$ cat src/rtl/hazard_scoreboard_pkg.sv
// Shared constants and width helpers for the D-stage hazard scoreboard.
// Imported by the interface, the per-port selector and the top level.
package hazard_pkg;

  localparam logic [4:0] REG_ZERO     = 5'd0;
  localparam int         REG_W        = 5;
  localparam int         FSEL_GRF     = 0;
  localparam int         MULT_CYC_DEF = 5;
  localparam int         DIV_CYC_DEF  = 10;

  // One scoreboard entry is {valid, a3, tnew}.
  function automatic int entry_width(input int tw);
    return 1 + REG_W + tw;
  endfunction

  // Forward-select code: 0 = GRF, k+1 = stage k, so it must encode NSTAGE+1 values.
  function automatic int sel_width(input int nstage);
    return $clog2(nstage + 1);
  endfunction

  function automatic int cnt_width(input int a, input int b);
    return $clog2(((a > b) ? a : b) + 1);
  endfunction

endpackage

$ cat src/rtl/hazard_scoreboard_if.sv
// D-stage operand/hazard bundle between the pipeline (master) and the
// hazard scoreboard (slave).
interface hazard_scoreboard_if
  import hazard_pkg::*;
#(
  parameter int NSTAGE = 3,
  parameter int NPORT  = 2,
  parameter int TW     = 2
);

  localparam int SW = sel_width(NSTAGE);

  logic                  d_valid;
  logic [4:0]            d_a3;
  logic [TW-1:0]         d_tnew;
  logic [NPORT*5-1:0]    d_rs;
  logic [NPORT*TW-1:0]   d_tuse;
  logic [NPORT*32-1:0]   d_rd;
  logic [NSTAGE*32-1:0]  stage_wd;
  logic                  md_start;
  logic                  md_is_div;
  logic                  d_md_use;
  logic                  stall;
  logic [NPORT*32-1:0]   fwd_data;
  logic [NPORT*SW-1:0]   fwd_sel;
  logic                  md_busy;

  modport master (
    output d_valid, d_a3, d_tnew, d_rs, d_tuse, d_rd, stage_wd,
           md_start, md_is_div, d_md_use,
    input  stall, fwd_data, fwd_sel, md_busy
  );

  modport slave (
    input  d_valid, d_a3, d_tnew, d_rs, d_tuse, d_rd, stage_wd,
           md_start, md_is_div, d_md_use,
    output stall, fwd_data, fwd_sel, md_busy
  );

endinterface

$ cat src/rtl/hazard_scoreboard_fwd_port_sel.sv
// Youngest-writer search, readiness test and stall/forward decision for a
// single D-stage read port.
module fwd_port_sel
  import hazard_pkg::*;
#(
  parameter  int NSTAGE = 3,
  parameter  int TW     = 2,
  localparam int EW     = entry_width(TW),
  localparam int SW     = sel_width(NSTAGE)
) (
  input  logic [NSTAGE*EW-1:0] entries,
  input  logic [4:0]           rs,
  input  logic [TW-1:0]        tuse,
  input  logic [31:0]          rd,
  input  logic [NSTAGE*32-1:0] stage_wd,
  output logic                 stall,
  output logic [SW-1:0]        sel,
  output logic [31:0]          data
);

  typedef struct packed {
    logic          valid;
    logic [4:0]    a3;
    logic [TW-1:0] tnew;
  } entry_t;

  entry_t cur;
  entry_t hit;
  logic   found;
  int     idx;

  // NOTE: every signal written here gets a default first, so no path leaves
  // one unassigned and no latch is inferred.
  always_comb begin
    cur   = '0;
    hit   = '0;
    found = 1'b0;
    idx   = 0;
    stall = 1'b0;
    sel   = SW'(FSEL_GRF);
    data  = rd;
    // Scan oldest to youngest so the youngest match overwrites older ones.
    for (int k = NSTAGE - 1; k >= 0; k--) begin
      cur = entry_t'(entries[k*EW +: EW]);
      if (cur.valid && (cur.a3 == rs) && (rs != REG_ZERO)) begin
        found = 1'b1;
        idx   = k;
        hit   = cur;
      end
    end
    if (found) begin
      stall = (hit.tnew > tuse);
      if (hit.tnew == '0) begin
        sel  = SW'(idx + 1);
        data = stage_wd[idx*32 +: 32];
      end
    end
  end

endmodule

$ cat src/rtl/hazard_scoreboard.sv
// Hazard scoreboard: tracks in-flight GPR writers E..W plus mult/div occupancy,
// and produces the D-stage stall and per-port forwarded operands.
module hazard_scoreboard
  import hazard_pkg::*;
#(
  parameter int NSTAGE   = 3,
  parameter int NPORT    = 2,
  parameter int TW       = 2,
  parameter int MULT_CYC = MULT_CYC_DEF,
  parameter int DIV_CYC  = DIV_CYC_DEF
) (
  input logic                clk,
  input logic                reset,
  hazard_scoreboard_if.slave hz
);

  localparam int EW = entry_width(TW);
  localparam int SW = sel_width(NSTAGE);
  localparam int CW = cnt_width(MULT_CYC, DIV_CYC);

  typedef struct packed {
    logic          valid;
    logic [4:0]    a3;
    logic [TW-1:0] tnew;
  } entry_t;

  entry_t                 entry_q [NSTAGE];
  logic [NSTAGE*EW-1:0]   entry_flat;
  logic [CW-1:0]          md_cnt;
  logic                   md_busy;
  logic                   stall;
  logic [NPORT-1:0]       port_stall;
  logic [SW-1:0]          port_sel  [NPORT];
  logic [31:0]            port_data [NPORT];

  function automatic logic [TW-1:0] tnew_dec(input logic [TW-1:0] t);
    return (t == '0) ? '0 : t - TW'(1);
  endfunction

  // NOTE: state registers use non-blocking assignments so every stage samples
  // its predecessor's pre-edge value and the shift is order-independent.
  always_ff @(posedge clk) begin
    if (reset) begin
      for (int k = 0; k < NSTAGE; k++) entry_q[k] <= '0;
      md_cnt <= '0;
    end else begin
      // A stalled D slot becomes a bubble in E; older stages keep draining.
      if (stall) entry_q[0] <= '0;
      else       entry_q[0] <= '{valid: hz.d_valid && (hz.d_a3 != REG_ZERO),
                                 a3:    hz.d_a3,
                                 tnew:  hz.d_tnew};
      for (int k = 1; k < NSTAGE; k++) begin
        entry_q[k] <= '{valid: entry_q[k-1].valid,
                        a3:    entry_q[k-1].a3,
                        tnew:  tnew_dec(entry_q[k-1].tnew)};
      end
      // A new start always reloads, even over a countdown in progress.
      if (hz.md_start)       md_cnt <= hz.md_is_div ? CW'(DIV_CYC) : CW'(MULT_CYC);
      else if (md_cnt != '0) md_cnt <= md_cnt - CW'(1);
    end
  end

  always_comb begin
    entry_flat = '0;
    for (int k = 0; k < NSTAGE; k++) entry_flat[k*EW +: EW] = entry_q[k];
  end

  for (genvar p = 0; p < NPORT; p++) begin : g_port
    fwd_port_sel #(
      .NSTAGE (NSTAGE),
      .TW     (TW)
    ) u_sel (
      .entries  (entry_flat),
      .rs       (hz.d_rs[5*p +: 5]),
      .tuse     (hz.d_tuse[TW*p +: TW]),
      .rd       (hz.d_rd[32*p +: 32]),
      .stage_wd (hz.stage_wd),
      .stall    (port_stall[p]),
      .sel      (port_sel[p]),
      .data     (port_data[p])
    );
  end

  assign md_busy = hz.md_start || (md_cnt != '0);
  assign stall   = (|port_stall) || (hz.d_md_use && md_busy);

  always_comb begin
    hz.fwd_sel  = '0;
    hz.fwd_data = '0;
    for (int p = 0; p < NPORT; p++) begin
      hz.fwd_sel[SW*p +: SW]  = port_sel[p];
      hz.fwd_data[32*p +: 32] = port_data[p];
    end
  end

  assign hz.stall   = stall;
  assign hz.md_busy = md_busy;

endmodule

$ cat src/flat_wrapper.sv
// flat-port wrapper written by rule: the top's interface ports become plain ports
module hazard_scoreboard_flat import hazard_pkg::*;
#(
  parameter int NSTAGE   = 3,
  parameter int NPORT    = 2,
  parameter int TW       = 2,
  parameter int MULT_CYC = MULT_CYC_DEF,
  parameter int DIV_CYC  = DIV_CYC_DEF
)
  (clk, reset, hz_d_valid, hz_d_a3, hz_d_tnew, hz_d_rs, hz_d_tuse, hz_d_rd, hz_stage_wd, hz_md_start, hz_md_is_div, hz_d_md_use, hz_stall, hz_fwd_data, hz_fwd_sel, hz_md_busy);
  hazard_scoreboard_if #(.NSTAGE(NSTAGE), .NPORT(NPORT), .TW(TW)) hz_i ();
  input logic clk;
  input logic reset;
  input wire logic [$bits(hz_i.d_valid)-1:0] hz_d_valid;
  input wire logic [$bits(hz_i.d_a3)-1:0] hz_d_a3;
  input wire logic [$bits(hz_i.d_tnew)-1:0] hz_d_tnew;
  input wire logic [$bits(hz_i.d_rs)-1:0] hz_d_rs;
  input wire logic [$bits(hz_i.d_tuse)-1:0] hz_d_tuse;
  input wire logic [$bits(hz_i.d_rd)-1:0] hz_d_rd;
  input wire logic [$bits(hz_i.stage_wd)-1:0] hz_stage_wd;
  input wire logic [$bits(hz_i.md_start)-1:0] hz_md_start;
  input wire logic [$bits(hz_i.md_is_div)-1:0] hz_md_is_div;
  input wire logic [$bits(hz_i.d_md_use)-1:0] hz_d_md_use;
  output wire logic [$bits(hz_i.stall)-1:0] hz_stall;
  output wire logic [$bits(hz_i.fwd_data)-1:0] hz_fwd_data;
  output wire logic [$bits(hz_i.fwd_sel)-1:0] hz_fwd_sel;
  output wire logic [$bits(hz_i.md_busy)-1:0] hz_md_busy;
  assign hz_i.d_valid = hz_d_valid;
  assign hz_i.d_a3 = hz_d_a3;
  assign hz_i.d_tnew = hz_d_tnew;
  assign hz_i.d_rs = hz_d_rs;
  assign hz_i.d_tuse = hz_d_tuse;
  assign hz_i.d_rd = hz_d_rd;
  assign hz_i.stage_wd = hz_stage_wd;
  assign hz_i.md_start = hz_md_start;
  assign hz_i.md_is_div = hz_md_is_div;
  assign hz_i.d_md_use = hz_d_md_use;
  assign hz_stall = hz_i.stall;
  assign hz_fwd_data = hz_i.fwd_data;
  assign hz_fwd_sel = hz_i.fwd_sel;
  assign hz_md_busy = hz_i.md_busy;
  hazard_scoreboard #(.NSTAGE(NSTAGE), .NPORT(NPORT), .TW(TW), .MULT_CYC(MULT_CYC), .DIV_CYC(DIV_CYC)) u_core (.clk(clk), .reset(reset), .hz(hz_i));
endmodule
$ cat config.mk
export PLATFORM = sky130hd
export DESIGN_NAME = hazard_scoreboard_flat
export DESIGN_NICKNAME = d
export VERILOG_FILES = /design/src/rtl/hazard_scoreboard_pkg.sv /design/src/rtl/hazard_scoreboard_if.sv /design/src/rtl/hazard_scoreboard_fwd_port_sel.sv /design/src/rtl/hazard_scoreboard.sv /design/src/flat_wrapper.sv
export SDC_FILE = /design/constraint.sdc
export NUM_CORES = 1
export LEC_CHECK = 0
export ABC_AREA = 1
export CORE_MARGIN = 8
export CORE_UTILIZATION = 41
export DETAILED_ROUTE_END_ITERATION = 6
export GPL_TIMING_DRIVEN = 1
export PLACE_DENSITY = 0.87
export SETUP_SLACK_MARGIN = 0.4
export SLEW_MARGIN = 15
export SYNTH_ARGS = -nofsm -noshare
export SYNTH_HDL_FRONTEND = slang
export SYNTH_SLANG_ARGS = --single-unit
export TNS_END_PERCENT = 100
$ cat constraint.sdc
create_clock -name clk -period 2.4 [get_ports clk]
set_input_delay 0.24 -clock clk [delete_from_list [all_inputs] [get_ports clk]]
set_output_delay 0.24 -clock clk [all_outputs]
set_load 0.02 [all_outputs]
# == Word-level counts from Yosys, hierarchy flattened ==
# Memory sizes are Yosys's and may differ from the RTL's.
# Index checks and enable logic that the tools add are counted.
# op_classes
add_sub_neg,5
n_lt_le_gt_ge,2
eq_ne,6
shifts,2
n_mux,46
bitwise,4
n_reduce_logical,26
# ops
op,n
variable part select 96 x 32 -> 32 bit,2
2-to-1 mux 32 bit,4
2-to-1 mux 27 bit,4
2-to-1 mux 8 bit,4
== test 5 bit,6
2-to-1 mux 2 bit,14
2-to-1 mux 1 bit,17
nonzero test 5 bit,3
logical AND 1 bit,14
2-to-1 mux 4 bit,3
zero test 2 bit,4
"adder 2 bit, second input constant",2
greater-than comparator 2 bit,2
bitwise OR 1 bit,4
nonzero test 4 bit,1
"subtractor 2 x 1 -> 2 bit, second input constant",2
"subtractor 4 x 1 -> 4 bit, second input constant",1
logical OR 1 bit,2
nonzero test 2 bit,1
OR reduction 2 bit,1
# totals
register_bits,4
ram_bits,24
inputBits,187
output_inout_bits,70
wordCells,93
memories,1
# memory_table
name,words,width,rd,rd_ports_with_merged_regs,wr,line,source
u_core.entry_q,3,8,3,0,3,hazard_scoreboard.sv:27,entry_t entry_q [NSTAGE];

# == Depth between registers and ports, before layout ==
# Gate-level depths: netlist of the first run.
# An unclocked memory read counts as a cell.
# logic_depth
word_depth,16
mapped_depth,17
depth_no_buf,17

# == Hierarchy ==
# From an unflattened synthesis of the first run, not the netlist that was laid out.
# hier_totals
cells_unflattened,942
hier_area_um2,4824.6
# modules_own_cells
module,instances,cells_per_inst,area_per_inst_um2,seq_area_each_um2
fwd_port_sel,2,411,1795.5,0.0
hazard_scoreboard,1,120,1233.7,800.8

# == Worst setup path after synthesis of the first run ==
# No wires, ideal clock.
# synth_timing
kind,register to register
startpoint,mem u_core.entry_q[0][6] in the netlist's numbering
endpoint,mem u_core.entry_q[0][0] in the netlist's numbering (data pin)
setup_time_ns,0.262
arrival_time_ns,1.972
required_ns,2.138
path_slack_ns,0.166
stages_incl_launch_ff,16
n_path_buf,0
period_less_slack_ns,2.234
path_cell_list,edfxtp_1 > inv_1 > nand2_1 > nand2_1 > nand2_1 > nor2_1 > nand2_2 > inv_2 > nand2_1 > a21boi_4 > ha_1 > a21oi_1 > a21oi_1 > nand2_1 > nand4_1 > nor2_1
# synth_lines
item,line
"start, declared",hazard_scoreboard.sv:27

==> impl_metrics.json, run 1 <==
{
  "synth_compound_area_share_pct": 9.20,
  "rsz0062_at_grt": "yes",
  "htree_levels": 1,
  "synth-edff-count": 24,
  "io_buffers": 256,
  "rows": 39,
  "grt_pass1_wl_mm": 38.4,
  "crit_path_end_kind": "output pin",
  "finalClockSkew_ns": 0.00213,
  "cts_buffer_depth": 2,
  "ff2ff_path_depth": 17,
  "ys.flop_type": "edfxtp_1",
  "cts_hold_buffers": 0,
  "finalHoldViolations": 0,
  "clk_latency_ns": 0.27,
  "place_hpwl_mm": 17.1,
  "drive_gt1_share_pct": 33.0,
  "placed_cells_incl_taps": 1356,
  "async_reset_ff_share_pct": 0,
  "drt_iter0_markers": 1248,
  "cp_max_fo": 30,
  "coreArea_sq_mm": 0.0114,
  "ant_nets": 0,
  "crit_type": "flip-flop to output pin",
  "vias_per_cell": 5.92,
  "vias": 8365,
  "grt_antenna_before_repair": 2,
  "finalNetCount": 1464,
  "peakVddDrop_mv": 0.299,
  "die_area_sq_mm": 0.0154,
  "setup_ws_ns": -1.02,
  "grt_pass1_vias": 7421,
  "remaining_drc_errors": 11,
  "clk_pin_slew_ns": 0.07,
  "setup_viol": 77,
  "period_needed_ns": 3.42,
  "initial_core_util_pct": 41.8,
  "grt_use_total_pct": 31.7,
  "ys_warn_count": 0,
  "mostFrequentLayoutCells": "nand2_1, clkdlybuf4s50_1, buf_6",
  "synth_fa_ha_area_share_pct": 2.10,
  "synthCells": 901,
  "ys_types": 35,
  "firstDrtPassIters": 7,
  "drt-wirelength-per-cell_um": 22.7,
  "max-slew-margin-rel_pct": 31.5,
  "gp_congestion": 0.910,
  "ios": 257,
  "min_path_type": "flip-flop to flip-flop",
  "grt_overflow": 0,
  "grt_max_degree": 32,
  "fill_cells": 587,
  "synth_top_family_by_area": "simple AND/OR/NAND/NOR gates",
  "synth_seq_area_share_pct": 16.8,
  "area_delta_synth_final_pct": 106,
  "instances_no_fill": 1412,
  "power.density_mw_per_mm2": 278,
  "synth_mux_area_share_pct": 0,
  "tightest_slew_ns": 1.02,
  "worstHoldPathCells": 2,
  "numCtsBuffers": 3,
  "status": "complete, but fails checks",
  "power.leakage_nw": 4.87,
  "cts_tree": "yes",
  "clock_sinks": 28,
  "violations": "DRC, setup timing",
  "arrival_ns": 3.18,
  "synth.avg_cell_area_sq_um": 5.30,
  "start_kind": "flip-flop",
  "grt_use_met3_pct": 7.48,
  "drv_cap": 0,
  "synth_seq_cells": 28,
  "layout_commonest_cell": "nand2_1",
  "syn-cell-area_sq_mm": 0.00478,
  "fmaxAchievable_ghz": 0.293,
  "drv_slew": 0,
  "routed_wl_mm": 32.0,
  "period_share_pct": 142,
  "met1_usage_pct": 35.4,
  "synth-simple-area-share_pct": 58.4,
  "required_ns": 2.16,
  "whs_ns": 0.505,
  "cts_root_buf": "clkbuf_16",
  "busiest_layer": "met2",
  "die_y_um": 124,
  "die-width_um": 124,
  "synthXorXnorAreaFrac_pct": 0.550,
  "met2_usage_pct": 54.8
}
-- critical path, stage by stage, from the launching register on --
cell and delay, ns:
edfxtp_1 0.44, buf_4 0.17, nand2_1 0.07, nand2_1 0.08, nor2_1 0.11, nand2_1 0.12
nor2_4 0.15, buf_6 0.14, nand2_8 0.08, buf_12 0.18, o21ai_0 0.80, o21ai_1 0.25
nand2_4 0.13, nand2_2 0.06, buf_6 0.12
-- cell type report --
cell class / count / area [sq um] / share of cell area [%]
multi-input combinational: 759 / 4260 / 43.4
timing repair buffer: 380 / 4140 / 42.1
sequential: 28 / 801 / 8.14
inverter: 97 / 367 / 3.73
tap: 143 / 179 / 1.82
clock buffer: 3 / 75.1 / 0.763
clock inverter: 1 / 3.75 / 0.0382
antenna: 1 / 2.50 / 0.0254
-- metal layers --
layer / routed length (um) / up-vias
li1: - / 3533
met1: 10100 / 3726
met2: 14300 / 808
met3: 4910 / 292
met4: 2570 / 6
met5: 78 / -
-- cell families after synthesis --
family                   after synthesis
AND/OR/NAND/NOR                      640
buffers and inverters                139
AO/OA/AOI/OAI                         82
flip-flops                            28
adder cells (fa/ha/maj)                8
XOR/XNOR                               3
other                                  1
-- sequential cells by signal, indices dropped and copies added, names as in the netlist --
name / cells
u_core.entry_q: 24
u_core.md_cnt: 4
-- power breakdown --
group          leakage [nW]  internal, mW  switching [mW]  total (mW)
Combinational          4.55         0.852           0.886        1.74
Sequential            0.279         0.569          0.0325       0.602
Clock                0.0385         0.224           0.171       0.395
-- worst paths after layout --
check                                           start                    to  slack, ns
worst min-delay path                 u_core.md_cnt[0]      u_core.md_cnt[0]       0.50
worst max register to register   u_core.entry_q[0][4]  u_core.entry_q[0][3]      -0.29
worst max-delay path            u_core.entry_q[0][14]       hz_fwd_data[20]      -1.02
worst min register to register       u_core.md_cnt[0]      u_core.md_cnt[0]       0.50
-- repair_timing --
item,in CTS,in global routing
pin swaps,72,35
buffers inserted,25,9
resized for setup,574,104
cloned,13,4
setup endpoints to repair,77,77
-- synth_stat cells (all sizes together), types with 3 or more instances --
cell / count / area [sq um]
clkbuf: 10 / 41.3
nand2: 479 / 1850
nor3: 5 / 25.0
o21ai: 66 / 330
a21oi: 13 / 72.6
dfxtp: 4 / 80.1
ha: 8 / 100
buf: 32 / 209
xnor2: 3 / 26.3
nor2: 59 / 302
nand3: 58 / 333
nand3b: 32 / 240
edfxtp: 24 / 721
nand4: 6 / 37.5
inv: 97 / 364
-- stage by stage --
step / cell area [sq um] / setup WS (ns) / power [mW] / TNS, ns / util, %
4_1_cts: 9280 / -0.237 / 2.51 / -15.23 / 81.3
3_5_place_dp: 8100 / -0.896 / 1.92 / -55.89 / 70.9
6_report: 9830 / -1.02 / 2.73 / -29.91 / 86.1
3_3_place_gp: 8100 / -0.804 / 1.90 / -53.07 / 70.9
5_1_grt: 9830 / -1.12 / 2.84 / -37.60 / 86.1
2_1_floorplan: 4900 / 0.242 / 1.21 / 0 / -
No activity file was read; power rests on OpenSTA's default activity.
==> inputs of run 2 (changes only) <==
ABC_AREA = not set   (was 1)
CORE_ASPECT_RATIO = 0.7   (was not set)
CORE_UTILIZATION = 39   (was 41)
PLACE_DENSITY = 0.86   (was 0.87)
==> run 2 against run 1 <==
The flow still finishes with violations (DRC, setup timing). Clock-buffer cell count unchanged. Power shrank 2.0%. Synthesized cell count is 35% lower. Wire length decreased by 13%. Non-clock buffer count increased by 36. Register-to-register slack worse by 0.66 ns. Die area decreased by 4.7%. Combinational power is 11% lower. Sequential share of layout area grew 0.40 points. Highest routed layer is now met4.
==> impl_metrics.json, run 2 <==
{
  "drt_iter0_markers": 923,
  "fmaxAchievable_ghz": 0.297,
  "finalHoldViolations": 0,
  "ys_types": 46,
  "ys_top_cells_by_count": "inv_1, nor3_1, a31oi_1, mux2i_1, o22ai_1",
  "grt_use_total_pct": 32.7,
  "mostFrequentLayoutCells": "clkdlybuf4s50_1, buf_4, inv_1",
  "synthCells": 585,
  "initial_core_util_pct": 39.5,
  "fin_util_pct": 86.5,
  "coreArea_sq_mm": 0.0109,
  "max-slew-margin-rel_pct": 66.3,
  "synth_seq_cells": 28,
  "io_buffers": 256,
  "grt_max_degree": 24,
  "required_ns": 2.16,
  "cts_tree": "yes",
  "path_delay_family": "buffers and inverters",
  "grt_pass1_vias": 7051,
  "crit_top_cell": "buf_6",
  "finalNetCount": 1171,
  "cp_slowest_stage_delay_ns": 0.41,
  "period_share_pct": 140,
  "cts_root_buf": "clkbuf_16",
  "die-width_um": 141,
  "clock_sinks": 28,
  "cp_max_fo": 4,
  "synth_most_common_cell": "inv_1",
  "yosys.area.top_type": "edfxtp_1",
  "path_buf_inv": 8,
  "largest_reg_flops": 24,
  "die_y_um": 104,
  "grt_pass1_wl_mm": 38.5,
  "crit_path_end_kind": "output pin",
  "ios": 257,
  "arrival_ns": 3.13,
  "crit_type": "flip-flop to output pin",
  "synth.avg_cell_area_sq_um": 7.32,
  "syn-cell-area_sq_mm": 0.00428,
  "vias": 6839,
  "top_register": "u_core.entry_q",
  "cts_buffer_depth": 2,
  "synth-edff-count": 24,
  "rsz0062_at_grt": "yes",
  "drt-wirelength-per-cell_um": 24.5,
  "cpMaxStageDelayCell": "edfxtp_1",
  "vias_per_cell": 6.04,
  "drv_slew": 0,
  "drv_cap": 0,
  "numCtsBuffers": 3,
  "netlist.area_leader.share_pct": 16.8,
  "peakVddDrop_mv": 0.386,
  "violations": "DRC, setup timing",
  "ant_nets": 0,
  "grt_antenna_before_repair": 5,
  "rows": 32,
  "cp_cell_sequence": "buf_4, xnor2_1, nand4_1, nor3_4, a311oi_4, buf_4, o221ai_4, buf_6, buf_6, buf_6, buf_16, buf_12, mux2i_4, buf_6",
  "htree_levels": 1,
  "firstDrtPassIters": 7,
  "setup_viol": 77,
  "power.leakage_nw": 3.89,
  "drive_gt1_share_pct": 36.1,
  "synth_seq_area_share_pct": 18.7,
  "min_path_type": "flip-flop to flip-flop",
  "tightest_slew_ns": 0.501,
  "top_regs": "u_core.entry_q x24, u_core.md_cnt x4",
  "period_needed_ns": 3.37,
  "clk_latency_ns": 0.27,
  "clk_pin_slew_ns": 0.07,
  "finalClockSkew_ns": 0.00645,
  "async_reset_ff_share_pct": 0,
  "power.density_mw_per_mm2": 285,
  "yosys-top-cells-area": "edfxtp_1, mux2i_1, inv_1, a31oi_1, o22ai_1",
  "setup_ws_ns": -0.969,
  "start_kind": "flip-flop",
  "remaining_drc_errors": 6,
  "tns_ns": -62.89,
  "routed_wl_mm": 27.8,
  "area_delta_synth_final_pct": 119,
  "grt_overflow": 0,
  "place_hpwl_mm": 17.1,
  "gp_congestion": 0.988,
  "layout_commonest_cell": "clkdlybuf4s50_1",
  "ys.flop_type": "edfxtp_1",
  "ys_warn_count": 0,
  "die_area_sq_mm": 0.0146,
  "status": "complete, but fails checks"
}
[run 2: cell types whose count changed in the layout (fill, tap and decap cells not counted), moves of 39 or more]
| cell | before | now |
|---|---|---|
| a31oi_1 | 0 | 64 |
| buf_4 | 73 | 141 |
| nand2_1 | 356 | 6 |
| nand2_2 | 84 | 0 |
| nand2_4 | 39 | 0 |
| nand3_1 | 45 | 0 |
| nor3_1 | 4 | 70 |
| o22ai_1 | 0 | 56 |
[run 2: path summary, 6_finish.rpt]
check	to	slack, ns	from	depth (start not counted)
setup / recovery	hz_fwd_data[18]	-0.97	u_core.entry_q[0][6]	14
hold / removal	u_core.md_cnt[0]	0.49	u_core.md_cnt[0]	1
setup reg to reg	u_core.entry_q[0][4]	-0.95	u_core.entry_q[0][6]	15
hold reg to reg	u_core.md_cnt[0]	0.49	u_core.md_cnt[0]	1
[run 2: routing by layer]
metal | wire, um | vias to the layer above | global-route usage [%]
li1 | - | 2891 | -
met4 | 2070 | 0 | 17.6
met1 | 9090 | 3130 | 35.8
met3 | 3340 | 194 | 6.97
met2 | 13200 | 624 | 58.1
met5 | 0 | - | 0
[run 2: area by class of cell]
type | instances | area, sq um
Multi-Input combinational cell | 418 | 3710
Timing Repair Buffer | 416 | 4160
Inverter | 109 | 409
Tap cell | 153 | 191
Clock inverter | 1 | 30.0
Antenna cell | 5 | 12.5
Fill cell | 517 | 1460
Sequential cell | 28 | 802
Clock buffer | 3 | 75.1
[run 2: logic make-up after synthesis]
| family | after synthesis | synth area share [%] |
|---|---|---|
| buf+inv | 162 | 15.4 |
| compound gates | 156 | 25.0 |
| simple gates | 134 | 17.0 |
| mux | 64 | 15.0 |
| xor+xnor | 32 | 6.55 |
| flops | 28 | 18.7 |
| fa+ha+maj | 8 | 2.34 |
| other cells | 1 | 0.0876 |
[run 2: timing repair]
action,CTS,global route
gates resized for setup,483,42
setup endpoints to repair,78,78
pin swaps,29,12
hold buffers,0,0
buffers inserted,52,11
cloned,8,2
endpoints found under the hold margin,0,0
[run 2: power breakdown]
group	switching, mW	internal [mW]	leakage [nW]	total [mW]
logic	0.713	0.842	3.56	1.55
clock network	0.184	0.333	0.0511	0.517
registers	0.0373	0.571	0.279	0.608
total	0.934	1.75	3.89	2.68
[run 2: through the flow]
step	total power, mW	instance area [sq um]	instances	setup WS, ns	hold slack [ns]
after floorplan	1.22	4790	608	-0.464	0.396
after global placement	1.88	8030	1051	-1.40	0.489
after detailed placement	1.92	8030	1051	-1.50	0.537
after CTS	2.55	9060	1115	-0.759	0.489
after global routing	2.76	9390	1133	-1.10	0.514
final	2.68	9390	1133	-0.969	0.491
